File: src/rtl/rr_merge_pkg.sv
// Shared types and constants for the two-input round-robin stream merger.
package rr_merge_pkg;

   typedef logic src_idx_t;

   localparam src_idx_t SRC0       = 1'b0;
   localparam src_idx_t SRC1       = 1'b1;
   // Pointer starts on SRC1 so the first tie after reset goes to SRC0
   localparam src_idx_t RESET_LAST = SRC1;

endpackage

File: src/rtl/rr_merge_2_1_if.sv
// Handshake bundle for rr_merge_2_1: two valid/ready inputs, one registered output and the select.
interface rr_merge_2_1_if #(parameter int WIDTH = 8);
   import rr_merge_pkg::*;

   logic             in0_valid;
   logic             in0_ready;
   logic [WIDTH-1:0] in0_data;
   logic             in1_valid;
   logic             in1_ready;
   logic [WIDTH-1:0] in1_data;
   logic             out_valid;
   logic             out_ready;
   logic [WIDTH-1:0] out_data;
   src_idx_t         out_src;
   src_idx_t         sel;

   modport master (
      output in0_valid, in0_data, in1_valid, in1_data, out_ready,
      input  in0_ready, in1_ready, out_valid, out_data, out_src, sel
   );

   modport slave (
      input  in0_valid, in0_data, in1_valid, in1_data, out_ready,
      output in0_ready, in1_ready, out_valid, out_data, out_src, sel
   );

endinterface

File: src/rtl/rr_arb_2.sv
// Two-requester round-robin arbiter: combinational grant plus the last-winner pointer.
module rr_arb_2
   import rr_merge_pkg::*;
(
   input  logic     clk,
   input  logic     rst_n,
   input  logic     req0,
   input  logic     req1,
   input  logic     advance,
   output src_idx_t grant,
   output src_idx_t last
);

   always_comb begin
      grant = last;
      unique case ({req1, req0})
         2'b01:   grant = SRC0;
         2'b10:   grant = SRC1;
         2'b11:   grant = ~last;
         default: grant = last;
      endcase
   end

   // Pointer moves only on a real transfer so idle or stalled cycles leave fairness untouched
   always_ff @(posedge clk or negedge rst_n) begin
      if (!rst_n)
         last <= RESET_LAST;
      else if (advance)
         last <= grant;
   end

endmodule

File: src/rtl/rr_merge_2_1.sv
// Round-robin 2:1 stream merge with a single registered output stage and exported source index.
module rr_merge_2_1
   import rr_merge_pkg::*;
#(
   parameter int WIDTH = 8
)(
   input  logic          clk,
   input  logic          rst_n,
   rr_merge_2_1_if.slave bus
);

   localparam logic EMPTY = 1'b0;
   localparam logic FULL  = 1'b1;

   logic             occ;
   logic             accept;
   logic             xfer;
   src_idx_t         sel;
   src_idx_t         last_ptr_unused;
   logic [WIDTH-1:0] data_q;
   src_idx_t         src_q;

   rr_arb_2 u_arb (
      .clk     (clk),
      .rst_n   (rst_n),
      .req0    (bus.in0_valid),
      .req1    (bus.in1_valid),
      .advance (xfer),
      .grant   (sel),
      .last    (last_ptr_unused)
   );

   // Register can take a word when empty or when its current word leaves this cycle
   assign accept        = (occ == EMPTY) | bus.out_ready;
   assign bus.in0_ready = accept & (sel == SRC0);
   assign bus.in1_ready = accept & (sel == SRC1);
   assign xfer          = (bus.in0_valid & bus.in0_ready) | (bus.in1_valid & bus.in1_ready);

   assign bus.sel       = sel;
   assign bus.out_valid = (occ == FULL);
   assign bus.out_data  = data_q;
   assign bus.out_src   = src_q;

   // A reload takes priority over a drain, so simultaneous drain and transfer leaves no bubble
   always_ff @(posedge clk or negedge rst_n) begin
      if (!rst_n) begin
         occ    <= EMPTY;
         data_q <= '0;
         src_q  <= SRC0;
      end else if (xfer) begin
         occ    <= FULL;
         data_q <= (sel == SRC1) ? bus.in1_data : bus.in0_data;
         src_q  <= sel;
      end else if ((occ == FULL) && bus.out_ready) begin
         occ    <= EMPTY;
      end
   end

endmodule

File: src/flat_wrapper.sv
// flat-port wrapper written by rule: the top's interface ports become plain ports
module rr_merge_2_1_flat import rr_merge_pkg::*;
#(
   parameter int WIDTH = 8
)
  (clk, rst_n, bus_in0_valid, bus_in0_data, bus_in1_valid, bus_in1_data, bus_out_ready, bus_in0_ready, bus_in1_ready, bus_out_valid, bus_out_data, bus_out_src, bus_sel);
  rr_merge_2_1_if #(.WIDTH(WIDTH)) bus_i ();
  input  logic clk;
  input  logic rst_n;
  input wire logic [$bits(bus_i.in0_valid)-1:0] bus_in0_valid;
  input wire logic [$bits(bus_i.in0_data)-1:0] bus_in0_data;
  input wire logic [$bits(bus_i.in1_valid)-1:0] bus_in1_valid;
  input wire logic [$bits(bus_i.in1_data)-1:0] bus_in1_data;
  input wire logic [$bits(bus_i.out_ready)-1:0] bus_out_ready;
  output wire logic [$bits(bus_i.in0_ready)-1:0] bus_in0_ready;
  output wire logic [$bits(bus_i.in1_ready)-1:0] bus_in1_ready;
  output wire logic [$bits(bus_i.out_valid)-1:0] bus_out_valid;
  output wire logic [$bits(bus_i.out_data)-1:0] bus_out_data;
  output wire logic [$bits(bus_i.out_src)-1:0] bus_out_src;
  output wire logic [$bits(bus_i.sel)-1:0] bus_sel;
  assign bus_i.in0_valid = bus_in0_valid;
  assign bus_i.in0_data = bus_in0_data;
  assign bus_i.in1_valid = bus_in1_valid;
  assign bus_i.in1_data = bus_in1_data;
  assign bus_i.out_ready = bus_out_ready;
  assign bus_in0_ready = bus_i.in0_ready;
  assign bus_in1_ready = bus_i.in1_ready;
  assign bus_out_valid = bus_i.out_valid;
  assign bus_out_data = bus_i.out_data;
  assign bus_out_src = bus_i.out_src;
  assign bus_sel = bus_i.sel;
  rr_merge_2_1 #(.WIDTH(WIDTH)) u_core (.clk(clk), .rst_n(rst_n), .bus(bus_i));
endmodule
File: config.mk
export PLATFORM = sky130hd
export DESIGN_NAME = rr_merge_2_1_flat
export DESIGN_NICKNAME = d
export VERILOG_FILES = /design/src/rtl/rr_merge_pkg.sv /design/src/rtl/rr_merge_2_1_if.sv /design/src/rtl/rr_arb_2.sv /design/src/rtl/rr_merge_2_1.sv /design/src/flat_wrapper.sv
export SDC_FILE = /design/constraint.sdc
export NUM_CORES = 1
export LEC_CHECK = 0
export ABC_AREA = 1
export CAP_MARGIN = 20
export CORE_MARGIN = 2
export CORE_UTILIZATION = 30
export DETAILED_ROUTE_END_ITERATION = 12
export PLACE_DENSITY = 0.65
export SYNTH_ARGS = -nofsm -noshare
export SYNTH_HDL_FRONTEND = slang
export SYNTH_SLANG_ARGS = --single-unit
File: constraint.sdc
create_clock -name clk -period 1.2 [get_ports clk]
set_input_delay 0.24 -clock clk [delete_from_list [all_inputs] [get_ports clk]]
set_output_delay 0.24 -clock clk [all_outputs]
set_load 0.01 [all_outputs]
; Word level (Yosys, flattened, before mapping)
; Index checks and enable logic that the tools add are counted.
[classes]
n_eq_ne = 3
muxes = 4
n_bitwise = 9
n_reduce_logical = 2
[ops]
columns = cell, count
row1 = 8-bit two-way mux, 1
row2 = 1-bit bitwise AND, 4
row3 = 2-bit equality test (second input constant), 2
row4 = 1-bit inverter, 3
row5 = 1-bit one-hot mux with 3 select lines, 1
row6 = 2-bit by 1-bit equality test with 1-bit output (second input constant), 1
row7 = 1-bit two-way mux, 2
row8 = 1-bit OR, 2
row9 = 2-bit nonzero test, 1
row10 = 1-bit logical AND, 1
[totals]
register_bits = 11
input_bits = 21
out_inout_bits = 13
elab_cells = 22

; Logic depth before layout (Yosys ltp)
[logic_depth]
ltp_word = 7
mapped_depth = 6

; By module
; Synthesis repeated with hierarchy kept, for this count alone.
[hier_totals]
hier_cells = 81
hier_area_um2 = 664.4
[modules_own_cells]
columns = mod, n_inst, cells_per_inst, area_per_inst_um2
row1 = rr_merge_2_1, 1, 72, 600.6
row2 = rr_arb_2, 1, 9, 63.8

; Worst setup path after synthesis
; OpenSTA, ideal clock, no wires.
[synth_path]
kind = flip-flop to output port
from = register u_core.u_arb.last
to = output port bus_in0_ready
arrival_ns = 0.973
required_time_ns = 0.960
slack_ns = -0.013
stages_incl_launch_ff = 5
path_cell_list = dfstp_2 > inv_2 > nand2_2 > nand2_4 > nor2_1
[synth_between]
elab_chain_len = 4
[synth_rtl]
columns = element, line
row1 = start: declaration, rr_arb_2.sv:11  ; output src_idx_t last
row2 = start signal: assignment, rr_arb_2.sv:29  ; last <= grant;
row3 = 1-bit inverter, rr_arb_2.sv:19  ; 2'b11: grant = ~last;
row4 = 1-bit one-hot mux with 3 select lines (*), rr_arb_2.sv:16  ; unique case ({req1, req0})
row5 = via bus_sel, flat_wrapper.sv:20  ; output wire logic [$bits(bus_i.sel)-1:0] bus_sel;
row6 = 1-bit inverter (*), rr_merge_2_1.sv:35  ; assign bus.in0_ready = accept & (sel == SRC0);
row7 = 1-bit bitwise AND (*), rr_merge_2_1.sv:35
row8 = end: declaration, flat_wrapper.sv:15  ; output wire logic [$bits(bus_i.in0_ready)-1:0] bus_in0_ready;
; The timed path passes the listed nets; every way through them passes the cells marked *.

; Final worst setup path
[layout_path]
from = register u_core.u_arb.last
to = output port bus_in0_ready
[layout_between]
elab_chain_len = 4
[layout_rtl]
columns = element, line
row1 = 1-bit inverter, rr_arb_2.sv:19
row2 = 1-bit one-hot mux with 3 select lines (*), rr_arb_2.sv:16
row3 = 1-bit inverter (*), rr_merge_2_1.sv:35
row4 = 1-bit bitwise AND (*), rr_merge_2_1.sv:35
; Every way passes the cells marked *; elsewhere a longest branch is shown, timed or not.

==> impl_metrics.toml <==
[cts]
clock_sinks = 11
tritoncts = "yes"
clk_pin_slew_worst_paths_ps = 80
cts_root_buffer = "clkbuf_4"
htreeDepth = 1
clock_path_buffers = 2
clk_latency_ps = 270
cts_inserted_buffers = 3
cts_hold_buffers = 0

[synth]
yosysSeqAreaShare = 0.433
ys_seq_elements = 11
synth_cell_types = 15
synth.area.top_cells = "dfrtp_1 39%, nand3_1 13%, nand2_1 12%, nand3b_1 9.4%, inv_1 7.1%"
synthCells = 80
yosysTopAreaCellShare = 0.392
syn_area_um2 = 638
yosys_warnings = 0
avgSynthCellArea_um2 = 7.98
syn_nets = 101
yosysTopAreaCell = "dfrtp_1"

[place]
place_congestion = 0.737
placedCellCount = 149
numPortBuffers = 33
detailed_place_hpwl_um = 1430

[floorplanning]
core_um2 = 1980
start_util = 0.322
ios = 34
fp-row-count = 16
die_area_um2 = 2510
die_height_um = 50.1
fp.dieW_um = 50.1

[sta]
worst_slew_pin_slew_ps = 341
relSlewSlack = 0.772
clock_skew_ps = 4.83
setup_slack_ps = -266
clock.fmax_mhz = 682
rsz0062_at_grt = "true"
period_needed_ps = 1470
drv_slew = 0
fin_crit_sh = 1.22
hold_viol_final = 0
setup_violations = 3

[worst_setup_path]
end_kind = "output pin"
critPathArrivalTime_ps = 1230
rrSetupSlack_ps = 20
crit_fanout = 3
critPathRequiredTime_ps = 960
criticalPathCategory = "flip-flop to output pin"
start_kind = "flip-flop"

[global_route]
grt_pass1_wl_um = 3280
grt_antenna_before_repair = 0
grt_pass1_vias = 735
grt_max_degree = 10
grt_remaining_overflow = 0
grt_util_all_layers = 0.172

[routing]
dr_total_vias = 715
antenna_left = 0
firstDrtPassIters = 4
routedWlPerCell_um = 13.0
drc = 0
wl_um = 2010
viasPerCell = 4.61
drtIter0Drc = 17

[cells_and_area]
final_common_cell = "nand2_1"
nets = 150
nFillCells = 158
drive_gt1_frac = 0.258
synthToLayoutAreaGrowth_pct = 82.7
final_cell_mix = "20 x nand2_1, 19 x clkdlybuf4s50_1, 13 x nand3_1, 12 x inv_1"
final_util = 0.588
diodes = 0
final_cell_count_no_fill = 155

[power_and_ir_drop]
peakVddDrop_mv = 0.557
p_leak_nw = 0.579
power_density_nw_per_um2 = 1090

[hold_path]
hold_path_class = "input pin to async pin"

[run_status]
status = "complete, but fails checks"
violations = "setup timing"

[flow_run]
maxCapViolCount = 0
-- cell type report --
type | count | area, µm² | area share
well taps | 27 | 33.8 | 0.0290
repair buffers | 43 | 399 | 0.342
flip-flops and latches | 11 | 277 | 0.237
multi-input cells | 56 | 375 | 0.322
clock buffers | 4 | 26.3 | 0.0225
inverters | 14 | 55.1 | 0.0472
-- Yosys cell counts --
library cell	instances
dfstp_2	1
nor2_4	2
nand3b_1	8
inv_1	12
inv_2	1
o21ai_0	1
nand2_1	20
inv_4	1
dfrtp_1	10
nand3_1	17
nor2_1	1
nor2_8	1
nand2_4	1
nand2_2	3
a21oi_1	1
-- repair_timing --
item                                    4_1_cts  5_1_grt
cloned                                        1        0
pin swaps                                     1        1
buffers inserted                              0        2
endpoints found under the setup margin       21       22
resized for setup                            26       19
-- registers in the layout, summed over array words and instances, names as in the netlist --
| register | flops |
|---|---|
| u_core.bus.out_src | 1 |
| u_core.u_arb.last | 1 |
| u_core.bus.out_data | 8 |
| u_core.bus.out_valid | 1 |
-- where the power goes --
group	internal [mW]	total (mW)	switching [mW]
clock network	0.129	0.266	0.138
logic	0.268	0.530	0.262
registers	0.438	0.474	0.0359
-- per-stage QoR --
stage	setup WS [ps]	area (µm²)	hold WS (ps)	TNS [ps]	total power, mW
after floorplan	26.9	641	-55.6	0	0.689
after global placement	-571	1070	465	-3820	0.982
after detailed placement	-600	1070	465	-4080	0.990
after CTS	-270	1100	241	-749	1.23
after global routing	-335	1170	240	-1200	1.35
final	-266	1170	230	-716	1.27
-- critical path, cell delays in order, from the launching register on --
cell     delay [ps]
dfstp_2         560
inv_2            60
nand2_4          80
nand2_4          70
nor2_4           90
buf_6           100
-- cells by family after synthesis --
family	Yosys count	synth area share
compound gates	2	0.0157
buf+inv	14	0.0863
flops	11	0.433
simple gates	53	0.465
-- path summary, 6_finish.rpt --
kind | from | endpoint | depth (start not counted)
min in group clk | bus_in1_valid | u_core.bus.out_valid | 4
hold / removal | rst_n | u_core.bus.out_data[7] | 1
max in group asynchronous | rst_n | u_core.bus.out_data[0] | 2
hold reg to reg | u_core.bus.out_data[3] | u_core.bus.out_data[3] | 2
setup / recovery | u_core.u_arb.last | bus_in0_ready | 5
setup reg to reg | u_core.u_arb.last | u_core.bus.out_data[3] | 6
-- metal layers --
metal / wire length, µm / vias to the layer above / share of wire / GRT usage
met3: 121 / 2 / 0.060 / 0.0515
met5: 0 / - / 0 / 0
met4: 10 / 0 / 0.0050 / 0.0694
met1: 866 / 337 / 0.43 / 0.195
met2: 1010 / 23 / 0.50 / 0.298
li1: - / 353 / - / -
(Power assumes the default switching activity.)
